$ cat config.mk
export PLATFORM = sky130hd
export DESIGN_NAME = lf_adder_pipe
export DESIGN_NICKNAME = d
export VERILOG_FILES = /design/src/rtl/lf_adder_pkg.sv /design/src/rtl/lf_prefix_level.sv /design/src/rtl/lf_adder_pipe.sv
export SDC_FILE = /design/constraint.sdc
export NUM_CORES = 1
export LEC_CHECK = 0
export BUFFER_PORTS_ARGS = -buffer_cell sky130_fd_sc_hd__clkbuf_2
export CORE_ASPECT_RATIO = 0.9
export CORE_MARGIN = 2
export CORE_UTILIZATION = 57
export CTS_CLUSTER_SIZE = 28
export DETAILED_ROUTE_END_ITERATION = 10
export HOLD_SLACK_MARGIN = 0.12
export PLACE_DENSITY = 0.8
export SLEW_MARGIN = 20
export SYNTH_ARGS = -nofsm -noshare
export SYNTH_HDL_FRONTEND = slang
export SYNTH_SLANG_ARGS = --single-unit
$ cat constraint.sdc
create_clock -name clk -period 2.45 [get_ports clk]
set_clock_uncertainty 0.15 [all_clocks]
set_input_delay 0.245 -clock clk [delete_from_list [all_inputs] [get_ports clk]]
set_output_delay 0.245 -clock clk [all_outputs]
set_load 0.02 [all_outputs]
$ cat src/rtl/lf_adder_pkg.sv
// Shared types and elaboration-time helpers for the Ladner-Fischer adder pipeline.
// Pure declarations; no logic is generated here.
package lf_adder_pkg;

   typedef struct packed {
      logic g;
      logic p;
   } gp_t;

   function automatic int clog2(input int n);
      int r;
      r = 0;
      while ((1 << r) < n) r++;
      return r;
   endfunction

   // Prefix level vector that internal register boundary k (1..stages-1) captures.
   function automatic int boundary_level(input int k, input int levels, input int stages);
      return (k * levels) / stages;
   endfunction

   // Internal register index sitting on level vector lvl, or -1 when that vector is a plain wire.
   function automatic int stage_at(input int lvl, input int levels, input int stages);
      int s;
      s = -1;
      for (int k = 1; k < stages; k++) begin
         if (boundary_level(k, levels, stages) == lvl) s = k - 1;
      end
      return s;
   endfunction

endpackage

$ cat src/rtl/lf_prefix_level.sv
// One Ladner-Fischer prefix level: black/grey cells merge each upper half-block with the top of its lower half.
// Latency: combinational.
// Backpressure: none, pure datapath.
module lf_prefix_level
   import lf_adder_pkg::*;
#(
   parameter int WIDTH = 64,
   parameter int LEVEL = 0
) (
   input  gp_t [WIDTH-1:0] prev,
   output gp_t [WIDTH-1:0] next
);

   for (genvar i = 0; i < WIDTH; i++) begin : g_bit
      if (((i >> LEVEL) & 1) == 1) begin : g_cell
         localparam int J = ((i >> LEVEL) << LEVEL) - 1;
         assign next[i].g = prev[i].g | (prev[i].p & prev[J].g);
         // Once a group reaches bit 0 it already includes the carry-in, so its propagate is never read again.
         if (((i >> (LEVEL + 1)) << (LEVEL + 1)) == 0) begin : g_grey
            assign next[i].p = 1'b0;
         end else begin : g_black
            assign next[i].p = prev[i].p & prev[J].p;
         end
      end else begin : g_pass
         assign next[i] = prev[i];
      end
   end

endmodule

$ cat src/rtl/lf_adder_pipe.sv
// Pipelined Ladner-Fischer adder/subtractor with carry-out and signed overflow.
// Latency: STAGES register stages from acceptance to out_valid; one beat per clock sustained.
// Backpressure: elastic per-stage valid/ready, bubbles squeezed; in_ready falls only when every stage is full and stalled.
module lf_adder_pipe
   import lf_adder_pkg::*;
#(
   parameter int WIDTH  = 64,
   parameter int STAGES = 2
) (
   input  logic             clk,
   input  logic             rst_n,
   input  logic             in_valid,
   output logic             in_ready,
   input  logic [WIDTH-1:0] a,
   input  logic [WIDTH-1:0] b,
   input  logic             cin,
   input  logic             sub,
   output logic             out_valid,
   input  logic             out_ready,
   output logic [WIDTH-1:0] sum,
   output logic             cout,
   output logic             ovf
);

   localparam int L = clog2(WIDTH);

   logic [STAGES-1:0] vld;
   logic [STAGES-1:0] adv;
   logic [STAGES:0]   up_vld;

   assign up_vld    = {vld, in_valid};
   assign in_ready  = adv[0];
   assign out_valid = up_vld[STAGES];

   // Ready ripples from the consumer back to the input through every stage.
   always_comb begin
      logic go;
      go  = !vld[STAGES-1] || out_ready;
      adv = '0;
      adv[STAGES-1] = go;
      for (int s = STAGES - 2; s >= 0; s--) begin
         go     = !vld[s] || go;
         adv[s] = go;
      end
   end

   always_ff @(posedge clk or negedge rst_n) begin
      if (!rst_n) begin
         vld <= '0;
      end else begin
         for (int s = 0; s < STAGES; s++) begin
            if (adv[s]) vld[s] <= up_vld[s];
         end
      end
   end

   logic [WIDTH-1:0]     bx;
   logic [WIDTH-1:0]     p0;
   logic                 c0;
   gp_t  [WIDTH-1:0]     gp0;

   assign bx = b ^ {WIDTH{sub}};
   assign c0 = cin ^ sub;
   assign p0 = a ^ bx;

   always_comb begin
      for (int i = 0; i < WIDTH; i++) begin
         gp0[i].g = a[i] & bx[i];
         gp0[i].p = p0[i];
      end
      gp0[0].g = (a[0] & bx[0]) | (p0[0] & c0);
   end

   // lv[n] is the group vector after n levels; node[n] is the same vector after an optional register.
   gp_t  [WIDTH-1:0] lv   [L+1];
   gp_t  [WIDTH-1:0] node [L+1];
   logic [WIDTH-1:0] pc   [L+1];
   logic [WIDTH-1:0] pr   [L+1];
   logic             c0c  [L+1];
   logic             c0r  [L+1];

   assign lv[0]  = gp0;
   assign pc[0]  = p0;
   assign c0c[0] = c0;

   for (genvar n = 0; n <= L; n++) begin : g_node
      localparam int S = stage_at(n, L, STAGES);
      if (S >= 0) begin : g_reg
         gp_t  [WIDTH-1:0] gp_q;
         logic [WIDTH-1:0] p_q;
         logic             c0_q;
         always_ff @(posedge clk or negedge rst_n) begin
            if (!rst_n) begin
               gp_q <= '0;
               p_q  <= '0;
               c0_q <= 1'b0;
            end else if (adv[S] && up_vld[S]) begin
               gp_q <= lv[n];
               p_q  <= pc[n];
               c0_q <= c0c[n];
            end
         end
         assign node[n] = gp_q;
         assign pr[n]   = p_q;
         assign c0r[n]  = c0_q;
      end else begin : g_wire
         assign node[n] = lv[n];
         assign pr[n]   = pc[n];
         assign c0r[n]  = c0c[n];
      end
      if (n < L) begin : g_lvl
         lf_prefix_level #(
            .WIDTH (WIDTH),
            .LEVEL (n)
         ) u_level (
            .prev (node[n]),
            .next (lv[n+1])
         );
         assign pc[n+1]  = pr[n];
         assign c0c[n+1] = c0r[n];
      end
   end

   logic [WIDTH-1:0] gc;
   logic [WIDTH-1:0] sum_d;

   always_comb begin
      for (int i = 0; i < WIDTH; i++) gc[i] = node[L][i].g;
   end

   assign sum_d = pr[L] ^ {gc[WIDTH-2:0], c0r[L]};

   // Output registers only load on a real beat so the last result stays visible.
   always_ff @(posedge clk or negedge rst_n) begin
      if (!rst_n) begin
         sum  <= '0;
         cout <= 1'b0;
         ovf  <= 1'b0;
      end else if (adv[STAGES-1] && up_vld[STAGES-1]) begin
         sum  <= sum_d;
         cout <= gc[WIDTH-1];
         ovf  <= gc[WIDTH-1] ^ gc[WIDTH-2];
      end
   end

endmodule

==> results of run 1 <==
==> registers in the layout, indices dropped and copies added, names as in the netlist <==
signal / count
cout: 1
g_node.g_reg.c0_q: 1
g_node.g_reg.gp_q: 113
g_node.g_reg.p_q: 64
ovf: 1
sum: 64
vld: 2
==> cell families (layout without fill, tap and decap cells) <==
logic type | after synthesis | in the layout
simple gates | 583 | 583
compound gates | 249 | 249
flops | 246 | 246
mux | 2 | 2
buf+inv | 74 | 385
xor+xnor | 121 | 121
fa+ha+maj | 67 | 67
==> path summary, 6_finish.rpt <==
kind	start	to	slack, ps	cells past startpoint
min	b[37]	g_node[3].g_reg.p_q[37]$_DFFE_PN0P_	130	5
min in group asynchronous	rst_n	sum[54]$_DFFE_PN0P_	210	3
max	g_node[3].g_reg.gp_q[47]$_DFFE_PN0P_	sum[54]$_DFFE_PN0P_	260	5
max in group asynchronous	rst_n	sum[58]$_DFFE_PN0P_	750	3
max reg2reg	g_node[3].g_reg.gp_q[47]$_DFFE_PN0P_	sum[54]$_DFFE_PN0P_	260	5
min reg2reg	sum[8]$_DFFE_PN0P_	sum[8]$_DFFE_PN0P_	320	2
==> cell usage in the layout (no fill, tap or decap), types with 15 or more instances in the layout <==
cell	synthesis	layout
sky130_fd_sc_hd__nand2_1	394	393
sky130_fd_sc_hd__dfrtp_1	246	246
sky130_fd_sc_hd__clkbuf_2	0	199
sky130_fd_sc_hd__o21ai_0	125	125
sky130_fd_sc_hd__xor2_1	110	110
sky130_fd_sc_hd__dlygate4sd3_1	0	93
sky130_fd_sc_hd__ha_1	67	67
sky130_fd_sc_hd__nor2_1	63	63
sky130_fd_sc_hd__a21oi_1	61	61
sky130_fd_sc_hd__nand3_1	41	41
sky130_fd_sc_hd__clkbuf_16	0	27
sky130_fd_sc_hd__buf_4	1	26
sky130_fd_sc_hd__nor3_1	16	16
sky130_fd_sc_hd__a31oi_1	16	16
sky130_fd_sc_hd__or3_1	15	15
==> power breakdown <==
part           internal [mW]  total, mW  switching (mW)
Combinational           1.48       3.80            2.32
Sequential              4.95       5.58           0.622
Clock                   2.58       4.18            1.60
Total                   9.01       13.5            4.54
==> worst reg2reg max path, cell delays in order (launching register included) <==
cell                      delay (ps)
sky130_fd_sc_hd__dfrtp_1         450
sky130_fd_sc_hd__o21ai_1         180
sky130_fd_sc_hd__o21ai_1         730
sky130_fd_sc_hd__a31oi_1         210
sky130_fd_sc_hd__xor2_1          230
sky130_fd_sc_hd__o21ai_0         110
==> metrics by stage <==
| step | worst slack (ps) | area (µm²) | instances | utilization (%) | hold slack, ps |
|---|---|---|---|---|---|
| after floorplan | 92.5 | 12300 | 1342 | - | -201 |
| after global routing | 226 | 15700 | 1944 | 73.1 | 149 |
| after detailed placement | 153 | 13800 | 1803 | 64.4 | 57.7 |
| after global placement | 189 | 13800 | 1803 | 64.4 | 57.6 |
| final | 262 | 15700 | 1944 | 73.1 | 132 |
| after CTS | 323 | 15700 | 1944 | 73.1 | 120 |
==> final cells by class <==
| type | count | share of cell area (%) |
|---|---|---|
| clock inverters | 11 | 1.01 |
| flip-flops and latches | 246 | 39.3 |
| inverters | 9 | 0.215 |
| well taps | 291 | 2.32 |
| repair buffers | 329 | 14.9 |
| multi-input cells | 1022 | 37.4 |
| clock buffers | 36 | 4.84 |
==> routing by layer <==
metal / track usage, % / part of all wire (%) / vias to the layer above
li1: - / - / 5110
met1: 37.5 / 43 / 5090
met2: 49.0 / 49 / 327
met3: 3.29 / 4.6 / 84
met4: 9.71 / 3.5 / 0
met5: 0 / 0 / -
==> results, run 1 <==
- In the final layout, the share of cells above drive strength 1 is 17.5%.
- The first TritonRoute pass finished after 7 iterations.
- The max-slew violation count came to 0.
- The worst supply voltage drop on vdd is 0.634 mV.
- The netlist uses 50 different library cells.
- The final number of hold-violating endpoints came to 0.
- After clock tree synthesis, the flow added hold-fix buffers numbering 94.
- The number of max-cap violations is 0.
- Among all stages on the critical path, the largest delay is contributed by sky130_fd_sc_hd__o21ai_1.
- In the synthesized netlist, mux cells make up less than 1% of the area.
- TritonCTS built the clock tree.
- For this block, the routed nets add up to ~32 mm of wire.
- Entering global routing, the biggest net connects 57 pins.
- The number of antenna diodes in the final layout is 0.
- The transition time at the pin with the least slew margin is around 880 ps.
- The placer congestion estimate is around 0.94.
- After global routing the overflow that remains totals 0.
- The post-synth net total is 1543.
- The boundary pin count is 202.
- Counting stages on the worst path, the most repeated cell is sky130_fd_sc_hd__o21ai_1.
- Compared with the post-synthesis result, the final layout area differs by 27.3%.
- The root buffer cell is sky130_fd_sc_hd__clkbuf_16.
- The register area is 6160 µm².
- The per-instance average area after synthesis is between 9 and 10 µm².
- During synthesis, Yosys emitted a total of 0 warnings.
- The commonest cells after synthesis are 394 x sky130_fd_sc_hd__nand2_1, 246 x sky130_fd_sc_hd__dfrtp_1, 125 x sky130_fd_sc_hd__o21ai_0.
- The total number of placement rows is 51.
- The cell count after synthesis came out at roughly 1300.
- For this run, the post-layout net count is 1835.
- The class of the tightest hold or removal check is in2reg.
- The effective utilization at floorplan is roughly 57%.
- The worst stage delay on the critical path is 730 ps.
- In the finished design, the share of the clock period the worst path needs comes to roughly nine tenths.
- The total vias in the final route is 10611.
- The clock-pin slew of the registers on the worst-case setup and hold paths is 60 ps.
- In the final layout, the multi-input gates occupy 5870 µm².
- The detailed-route wire length per cell is 16.5 µm.
- The die is around 140 µm tall.
- STA classifies the critical path startpoint as a flop.
- After Yosys synthesis, full adders, half adders and majority gates account for 6.81% of the synthesized area.
- The static leakage power is just under 8 nW.
- Among all cell types in the netlist, the one instantiated most often is sky130_fd_sc_hd__nand2_1.
- The region available for standard cell placement spans 21400 µm².
- The xor and xnor area share after synthesis is 8.60%.
- The areal power density over the cells is roughly 860 nW/µm².
- The library cell occupying the most area in the post-synthesis netlist is sky130_fd_sc_hd__dfrtp_1.
- The number of sinks on the clock net is roughly 250.
- The critical path contains buffers and inverters numbering 0 combined.
- The register bit count reported by yosys is 246.
- The fraction of the yosys area taken by sequential cells is 50.0%.
- The die covers 22800 µm².
- The number of H-tree branching levels is 1.
- Power comes to ~14 mW.
- The post-cts gate resize count is 0.
- The number of DRC violations after detailed routing is 0.
- The highest attainable clock frequency is 457 MHz.
- The worst setup path is captured at a flop.
- Of all flip-flops after synthesis, the portion carrying an async set or reset was 100%.
- The number of fillers in the final layout is 1549.
- For this run, the leading register cell type out of synthesis is sky130_fd_sc_hd__dfrtp_1.
- The number of antenna violations at the first check in global routing was 0.
- The top cell type by area accounts for approximately half of the synthesized area.
- The critical path's top delay family is compound AO/OA/AOI/OAI gates.
- Of the total synthesized cell area, the portion taken by AND, OR, NAND and NOR gates is around a fifth.
- The number of buffers created by CTS is 26.
- The signal arrival time at the worst endpoint is ~2400 ps.
- The time the final worst path needs with I/O delays and setup is 2190 ps.
- Setup violations remaining at the end of the flow were counted as 0.
- The global-route wire length before repair is 52.7 mm.
- Setup repair after global routing left no endpoint under its margin.
- The die extent in x is between 150 and 200 µm.
- In this run the tool buffered the top-level ports with 201 buffer cells.
- The kind of critical path is reg2reg.
- The clock insertion delay at the later pin of the skew report is 520 ps.
- By area, the combinational part of the netlist is dominated by simple AND/OR/NAND/NOR gates.
- The overall routing resource usage is 28.3%.
- The synthesized netlist occupies a cell area of 12300 µm².
- Walking the worst path, the cells encountered are o21ai_1, o21ai_1, a31oi_1, xor2_1, o21ai_0.
- The synthesized netlist devotes 11.6% of its cell area to compound gates.
- The violation count after the first detailed-route iteration is 807.
- In this run the remaining antenna-violating nets after routing total 0.
- Yosys attributes the largest share of cell area to sky130_fd_sc_hd__dfrtp_1 50%, sky130_fd_sc_hd__nand2_1 12%, sky130_fd_sc_hd__xor2_1 7.8%, sky130_fd_sc_hd__ha_1 6.8%, sky130_fd_sc_hd__o21ai_0 5.1%.
- The number of global-route vias before repair is 10689.
- The number of setup buffers added after CTS is 0.
- After legalization and detailed placement, the total HPWL measured 20.7 mm.
- At the worst endpoint, the required time is 2690 ps.
- The largest fanout on the critical path is 8.
- The flow ran to the end, and the final reports show no timing, DRC or antenna violations.
- In this run, synthesis inferred 0 flip-flops with an integrated enable.
- The average vias per placed instance is roughly 5.5.
- The final-layout setup total negative slack is 0 ps.
- In this run the tightest slew margin relative to its limit is slightly above 40%.
- The maximum count of clock buffers along a single path is 3.
Power figures use the tool's default switching activity.
==> run 2, diff against run 1 <==
CORE_ASPECT_RATIO = not set   (was 0.9)
==> run 2 against run 1 <==
Via count rose by 0.19%; power fell by 0.96%; count of clock-buffer cells in the layout rose by 7; cell area fell by 0.65%; first-iteration DRC count fell by 23%; sequential power barely moved; combinational power barely moved; critical endpoint is now sum[41]$_DFFE_PN0P_; largest cell class unchanged; largest power group unchanged; highest routed layer unchanged.
==> results, run 2 (synthesized netlist as in run 1, its figures left out) <==
- The flow ran to the end, and the final reports show no timing, DRC or antenna violations.
- Across all layers, the routed design uses 10631 vias.
- The endpoint kind of the worst setup timing path is a flop.
- Setup slack on the worst reg-to-reg path comes out at 290 ps.
- In this run the number of H-tree levels came out at 1.
- The reg-to-reg startpoint is g_node[3].g_reg.gp_q[15]$_DFFE_PN0P_.
- The post-layout worst setup margin is 288 ps.
- The overall routing resource usage is 28.3%.
- The kind of critical path is reg2reg.
- At the end of routability-driven placement, the weighted congestion stood at about 0.9.
- The number of diodes is 0.
- After layout, the worst path uses 88.2% of the clock period.
- The effective utilization at floorplan is 58.4%.
- After routing the design area is 15600 µm².
- The worst register-to-register path ends at sum[41]$_DFFE_PN0P_.
- The count of input and output buffers is 201.
- The first global-routing pass estimated 51.9 mm of wire.
- The transition time at the pin with the least slew margin is 760 ps.
- The pre-CTS worst setup slack is between 100 and 150 ps.
- The final count of negative-setup-slack endpoints is 0.
- The startpoint of the lowest-slack hold path is b[10].
- The count of nets left with antenna violations once routing finished came out at 0.
- The detailed-route wire length is 31.6 mm.
- Post-CTS repair changed the size of 0 cells.
- The average vias per placed instance is around 5.5.
- In this run the horizontal extent of the chip is 151 µm.
- From synthesis to final layout, the design area changed by 26.5%.
- Setup repair after global routing left no endpoint under its margin.
- Measured against its own limit, the worst slew margin works out to 49.1%.
- Power spread over the standard cell area amounts to 862 nW/µm².
- The signal arrival time at the worst endpoint is 2400 ps.
- The final layout net count is 1829.
- For the worst-skew pair, the clock arrives at the later sink with an insertion delay of 520 ps.
- After clock tree synthesis, the clock-pin slew on the worst setup and hold paths is roughly 60 ps.
- The die area is 22800 µm².
- The cell area after placement is 13800 µm².
- CTS saw 246 sinks.
- In the final layout, the share of cells above drive strength 1 is 17.4%.
- Leaving out fill and tap cells, the most frequent cells in the layout are 393 x sky130_fd_sc_hd__nand2_1, 246 x sky130_fd_sc_hd__dfrtp_1, 199 x sky130_fd_sc_hd__clkbuf_2.
- The flip-flop count of the largest register after layout is between 100 and 150.
- The final global-route overflow total is 0.
- The placed wire-length estimate is 20.8 mm.
- The final number of hold-violating endpoints is 0.
- The tool flagged a number of max-cap violations equal to 0.
- The number of antenna violations at the first check in global routing is 0.
- The root buffer cell is sky130_fd_sc_hd__clkbuf_16.
- The die is around 150 µm tall.
- The final core area utilization is 73.9%.
- The class of the tightest hold or removal check is in2reg.
- The number of setup buffers added after CTS is 0.
- The max-slew violation count is 0.
- The number of cells on the worst reg-to-reg path is 5.
- In this run the deepest clock path goes through 3 buffers.
- The number of buffers created by CTS is 26.
- The largest registers in the layout are g_node.g_reg.gp_q x113, g_node.g_reg.p_q x64, sum x64.
- Hold is met by 129 ps.
- Leaving out fill and tap cells, the most frequent cell in the layout is sky130_fd_sc_hd__nand2_1.
- The worst supply voltage drop on vdd is 0.623 mV.
- The detailed-route wire length per cell is 16.5 µm.
- The pin count of the biggest net entering global routing is 64.
- The violation count after the first detailed-route iteration is ~620.
- STA classifies the critical path startpoint as a flop.
- The final-layout setup total negative slack is 0 ps.
- In this run the count of I/O pins placed on the die edge is 202.
- The worst-case hold path end point is g_node[3].g_reg.p_q[10]$_DFFE_PN0P_.
- Counting instances, the worst hold path has a depth of 5.
- For this run, the detailed router's first-pass iteration total came to 5.
- The number of global-route vias before repair is 10717.
- The static leakage power is 7.81 nW.
- The time the final worst path needs with I/O delays and setup is about 2200 ps.
- In this run the core area contains 53 standard-cell rows.
- The floorplan step defined a core boundary enclosing about 21000 µm².
- The cts-stage hold buffer count is 87.
- STA puts the critical path data required time at 2690 ps.
- In the routed design, unresolved DRC markers number 0.
- Ranked by flip-flop count, first place goes to g_node.g_reg.gp_q.
- Timing would allow up to 463 MHz.
- TritonCTS built the clock tree.
- The largest fanout on the critical path is 7.
-- run 2: per-layer routing --
metal | part of all wire (%) | GRT usage, % | up-vias
met4 | 1.9 | 7.99 | 0
met3 | 5.7 | 3.67 | 56
li1 | - | - | 5094
met5 | 0 | 0 | -
met1 | 43 | 38.0 | 5117
met2 | 49 | 48.5 | 364
-- run 2: worst max path at each step --
stage,cells past startpoint,startpoint,endpoint
2_1_floorplan,8,sub,g_node[3].g_reg.gp_q[75]$_DFFE_PN0P_
3_3_place_gp,9,sub,g_node[3].g_reg.gp_q[29]$_DFFE_PN0P_
3_5_place_dp,9,sub,g_node[3].g_reg.gp_q[61]$_DFFE_PN0P_
4_1_cts,5,g_node[3].g_reg.gp_q[15]$_DFFE_PN0P_,sum[41]$_DFFE_PN0P_
5_1_grt,5,g_node[3].g_reg.gp_q[47]$_DFFE_PN0P_,sum[47]$_DFFE_PN0P_
6_report,5,g_node[3].g_reg.gp_q[15]$_DFFE_PN0P_,sum[41]$_DFFE_PN0P_
-- run 2: worst max-delay path, cell delays in order, from the launching register on --
cell                       delay, ps
sky130_fd_sc_hd__dfrtp_1         430
sky130_fd_sc_hd__a211oi_4        410
sky130_fd_sc_hd__o211ai_1        400
sky130_fd_sc_hd__a31oi_1         310
sky130_fd_sc_hd__xor2_1          230
sky130_fd_sc_hd__o21ai_0         110
-- run 2: cell type report --
type	instances	area, µm²
Sequential cell	246	6160
Multi-Input combinational cell	1022	5870
Fill cell	1512	5510
Timing Repair Buffer	323	2280
Clock buffer	43	816
Tap cell	275	344
Clock inverter	4	75.1
Inverter	9	33.8
-- run 2: stage by stage --
step | cells | total power [mW]
2_1_floorplan | 1342 | 7.83
3_3_place_gp | 1788 | 9.08
3_5_place_dp | 1788 | 9.21
4_1_cts | 1922 | 13.4
5_1_grt | 1922 | 14.2
6_report | 1922 | 13.4
-- run 2: where the power goes --
group / total (mW) / internal (mW) / switching, mW / leakage (nW)
combinational: 3.79 / 1.48 / 2.31 / 4.30
sequential: 5.57 / 4.95 / 0.617 / 3.08
clock: 4.06 / 2.47 / 1.59 / 0.428
==> run 3, diff against run 2 <==
HOLD_SLACK_MARGIN = 0.15   (was 0.12)
SLEW_MARGIN = not set   (was 20)
==> run 3 against run 2 <==
Routed wire length is 3.0% higher; register-to-register slack worse by 30 ps; highest routed layer unchanged; largest cell class unchanged; cell area is 1.6% higher; core utilization is 1.2 points higher; combinational power is 3% higher; non-clock buffer count is 25 higher; via count is 2.2% higher.
==> results, run 3 (synthesized netlist as in run 1, its figures left out) <==
- The number of antenna violations at the first check in global routing is 0.
- Setup repair after global routing left no endpoint under its margin.
- In the final layout, the share of cells above drive strength 1 is 17.0%.
- The number of gates resized after CTS was 0.
- The effective utilization at floorplan is roughly three fifths.
- The number of diodes is 0.
- The die covers 22800 µm².
- Clock tree synthesis inserted a total of 26 buffers.
- The violation count after the first detailed-route iteration is 616.
- The number of instances in the placed design is 1788.
- At the end of the flow the core is filled with cells to 75.0%.
- The critical path goes through dlygate4sd3_1, clkbuf_2, xor2_1, dlygate4sd3_1, nand4_1, a21boi_0, o2111ai_1, a21oi_1.
- In this run the number of cells on the critical path is 8.
- The number of H-tree branching levels is 1.
- The cts-stage hold buffer count is 112.
- The run finished with clean final reports.
- Relative to the synthesized area, the layout overhead comes to 28.5%.
- Among cell families on the critical path, the largest total delay comes from buffers and inverters.
- The most critical setup path has its startpoint at cin.
- The final number of hold-violating endpoints was 0.
- The root buffer cell is sky130_fd_sc_hd__clkbuf_16.
- ~200 I/O pins were placed.
- The number of cells on the worst reg-to-reg path is 5.
- The number of global-route vias before repair came to 11036.
- On the worst path, the slowest cell contributes a delay of about 640 ps.
- The clock-pin slew of the registers on the worst-case setup and hold paths is 60 ps.
- The max-slew violation count is 0.
- The area used by multi-input combinational logic is 5870 µm².
- The worst setup path is captured at a flop.
- In the routed design, unresolved DRC markers number 0.
- The transition time at the pin with the least slew margin is between 700 and 800 ps.
- The post-layout total power is 13.5 mW.
- The static leakage power is 7.91 nW.
- The worst relative slew slack is 48.7%.
- In this run the most critical hold path is launched from b[31].
- Entering global routing, the biggest net connects 64 pins.
- Data on the critical path is required at its endpoint by 2740 ps.
- The final global-route overflow total is 0.
- The startpoint identified for the worst register-to-register timing path is g_node[3].g_reg.gp_q[15]$_DFFE_PN0P_.
- The number of max-cap violations is 0.
- The cell area after layout is approximately 16000 µm².
- Measured along the y axis, the die boundary spans 151 µm.
- The die extent in x is 151 µm.
- The worst supply voltage drop on vdd is 0.625 mV.
- TritonCTS built the clock tree.
- The largest fanout on the critical path is 3.
- The path class of the tightest hold or removal check is in2reg.
- OpenSTA, run right after detailed placement, puts the worst setup slack at between 100 and 150 ps.
- The non-filler instance count after layout is 1947.
- The library cells used most frequently in the layout, excluding fill and tap cells, are 393 x sky130_fd_sc_hd__nand2_1, 246 x sky130_fd_sc_hd__dfrtp_1, 199 x sky130_fd_sc_hd__clkbuf_2.
- The number of sinks on the clock net is 246.
- In the final layout, the registers with the most flip-flops are g_node.g_reg.gp_q x113, g_node.g_reg.p_q x64, sum x64.
- The region available for standard cell placement spans 21100 µm².
- The total vias in the final route is roughly 11000.
- The kind of critical path is in2reg.
- The first global-routing pass estimated 53.7 mm of wire.
- Summing all placed instances gives a cell area of approximately 14000 µm².
- For the worst setup path, the data arrival time is roughly 2500 ps.
- The share of the clock period used by the worst path is 92.1%.
- Together, buffers and inverters on the worst path number 3.
- The register with the highest flop count is g_node.g_reg.gp_q.
- The highest attainable clock frequency is 443 MHz.
- For this design the ratio of total power to cell area is 855 nW/µm².
- In this run the core area contains 53 standard-cell rows.
- The worst hold path was traced through 5 stages.
- Hold timing on the final database bottoms out at a slack of around 170 ps.
- The register area is 6160 µm².
- The most numerous cell on the critical path is sky130_fd_sc_hd__dlygate4sd3_1.
- The final layout net count is 1854.
- The detailed-route wire length per cell is 16.7 µm.
- The flip-flop count of the largest register after layout is 113.
- In the routed layout, each cell is associated on average with a via count of 5.58.
- The number of setup buffers added after CTS is 0.
- The overall routing resource usage is between 20% and 30%.
- The time the final worst path needs with I/O delays and setup is about 2300 ps.
- The count of input and output buffers is approximately 200.
- For this run, the detailed router's first-pass iteration total came to 5.
- Setup violations remaining at the end of the flow were counted as 0.
- The HPWL after detailed placement is between 20 and 25 mm.
- The remaining antenna violation count after routing is 0.
- Wires add up to roughly 33 mm.
- The final-layout setup total negative slack is 0 ps.
- The cell with the largest stage delay on the worst path is sky130_fd_sc_hd__dlygate4sd3_1.
- The placer congestion estimate is 0.923.
- The post-layout worst setup margin is 194 ps.
- The maximum count of clock buffers along a single path is 3.
- The leading cell type in the layout, fill and taps excluded is sky130_fd_sc_hd__nand2_1.
- The number of fillers in the final layout is 1447.
- The startpoint type of the worst setup path is a primary input.
- At the later pin of the worst-skew pair, clock insertion delay measures 520 ps.
-- run 3: where the power goes --
group	internal [mW]	switching [mW]	leakage, nW
combinational	1.54	2.35	4.40
sequential	4.95	0.625	3.08
clock	2.47	1.60	0.428
total	8.96	4.57	7.91
-- run 3: worst paths after layout --
| kind | to | slack, ps |
|---|---|---|
| min reg2reg | sum[44]$_DFFE_PN0P_ | 330 |
| max | g_node[3].g_reg.gp_q[15]$_DFFE_PN0P_ | 190 |
| min | g_node[3].g_reg.gp_q[63]$_DFFE_PN0P_ | 170 |
| max reg2reg | sum[41]$_DFFE_PN0P_ | 260 |
| min in group asynchronous | sum[44]$_DFFE_PN0P_ | 630 |
| max in group asynchronous | g_node[3].g_reg.p_q[28]$_DFFE_PN0P_ | 790 |
-- run 3: worst register-to-register path: cells and delay by family, from the launching register on --
kind / cells / cell delay (ps)
flip-flops: 1 / 430
AO/OA/AOI/OAI: 4 / 1250
XOR/XNOR: 1 / 230
-- run 3: final cells by class --
class	count	area share, %
flip-flops and latches	246	38.9
multi-input cells	1022	37.1
repair buffers	348	16.0
clock buffers	43	5.16
well taps	275	2.17
clock inverters	4	0.474
inverters	9	0.214
-- run 3: routing by layer --
metal  global-route usage [%]  part of all wire, %
met5                        0                    0
met4                     10.6                  3.3
met3                     4.28                  6.0
met2                     50.1                   49
met1                     38.3                   41
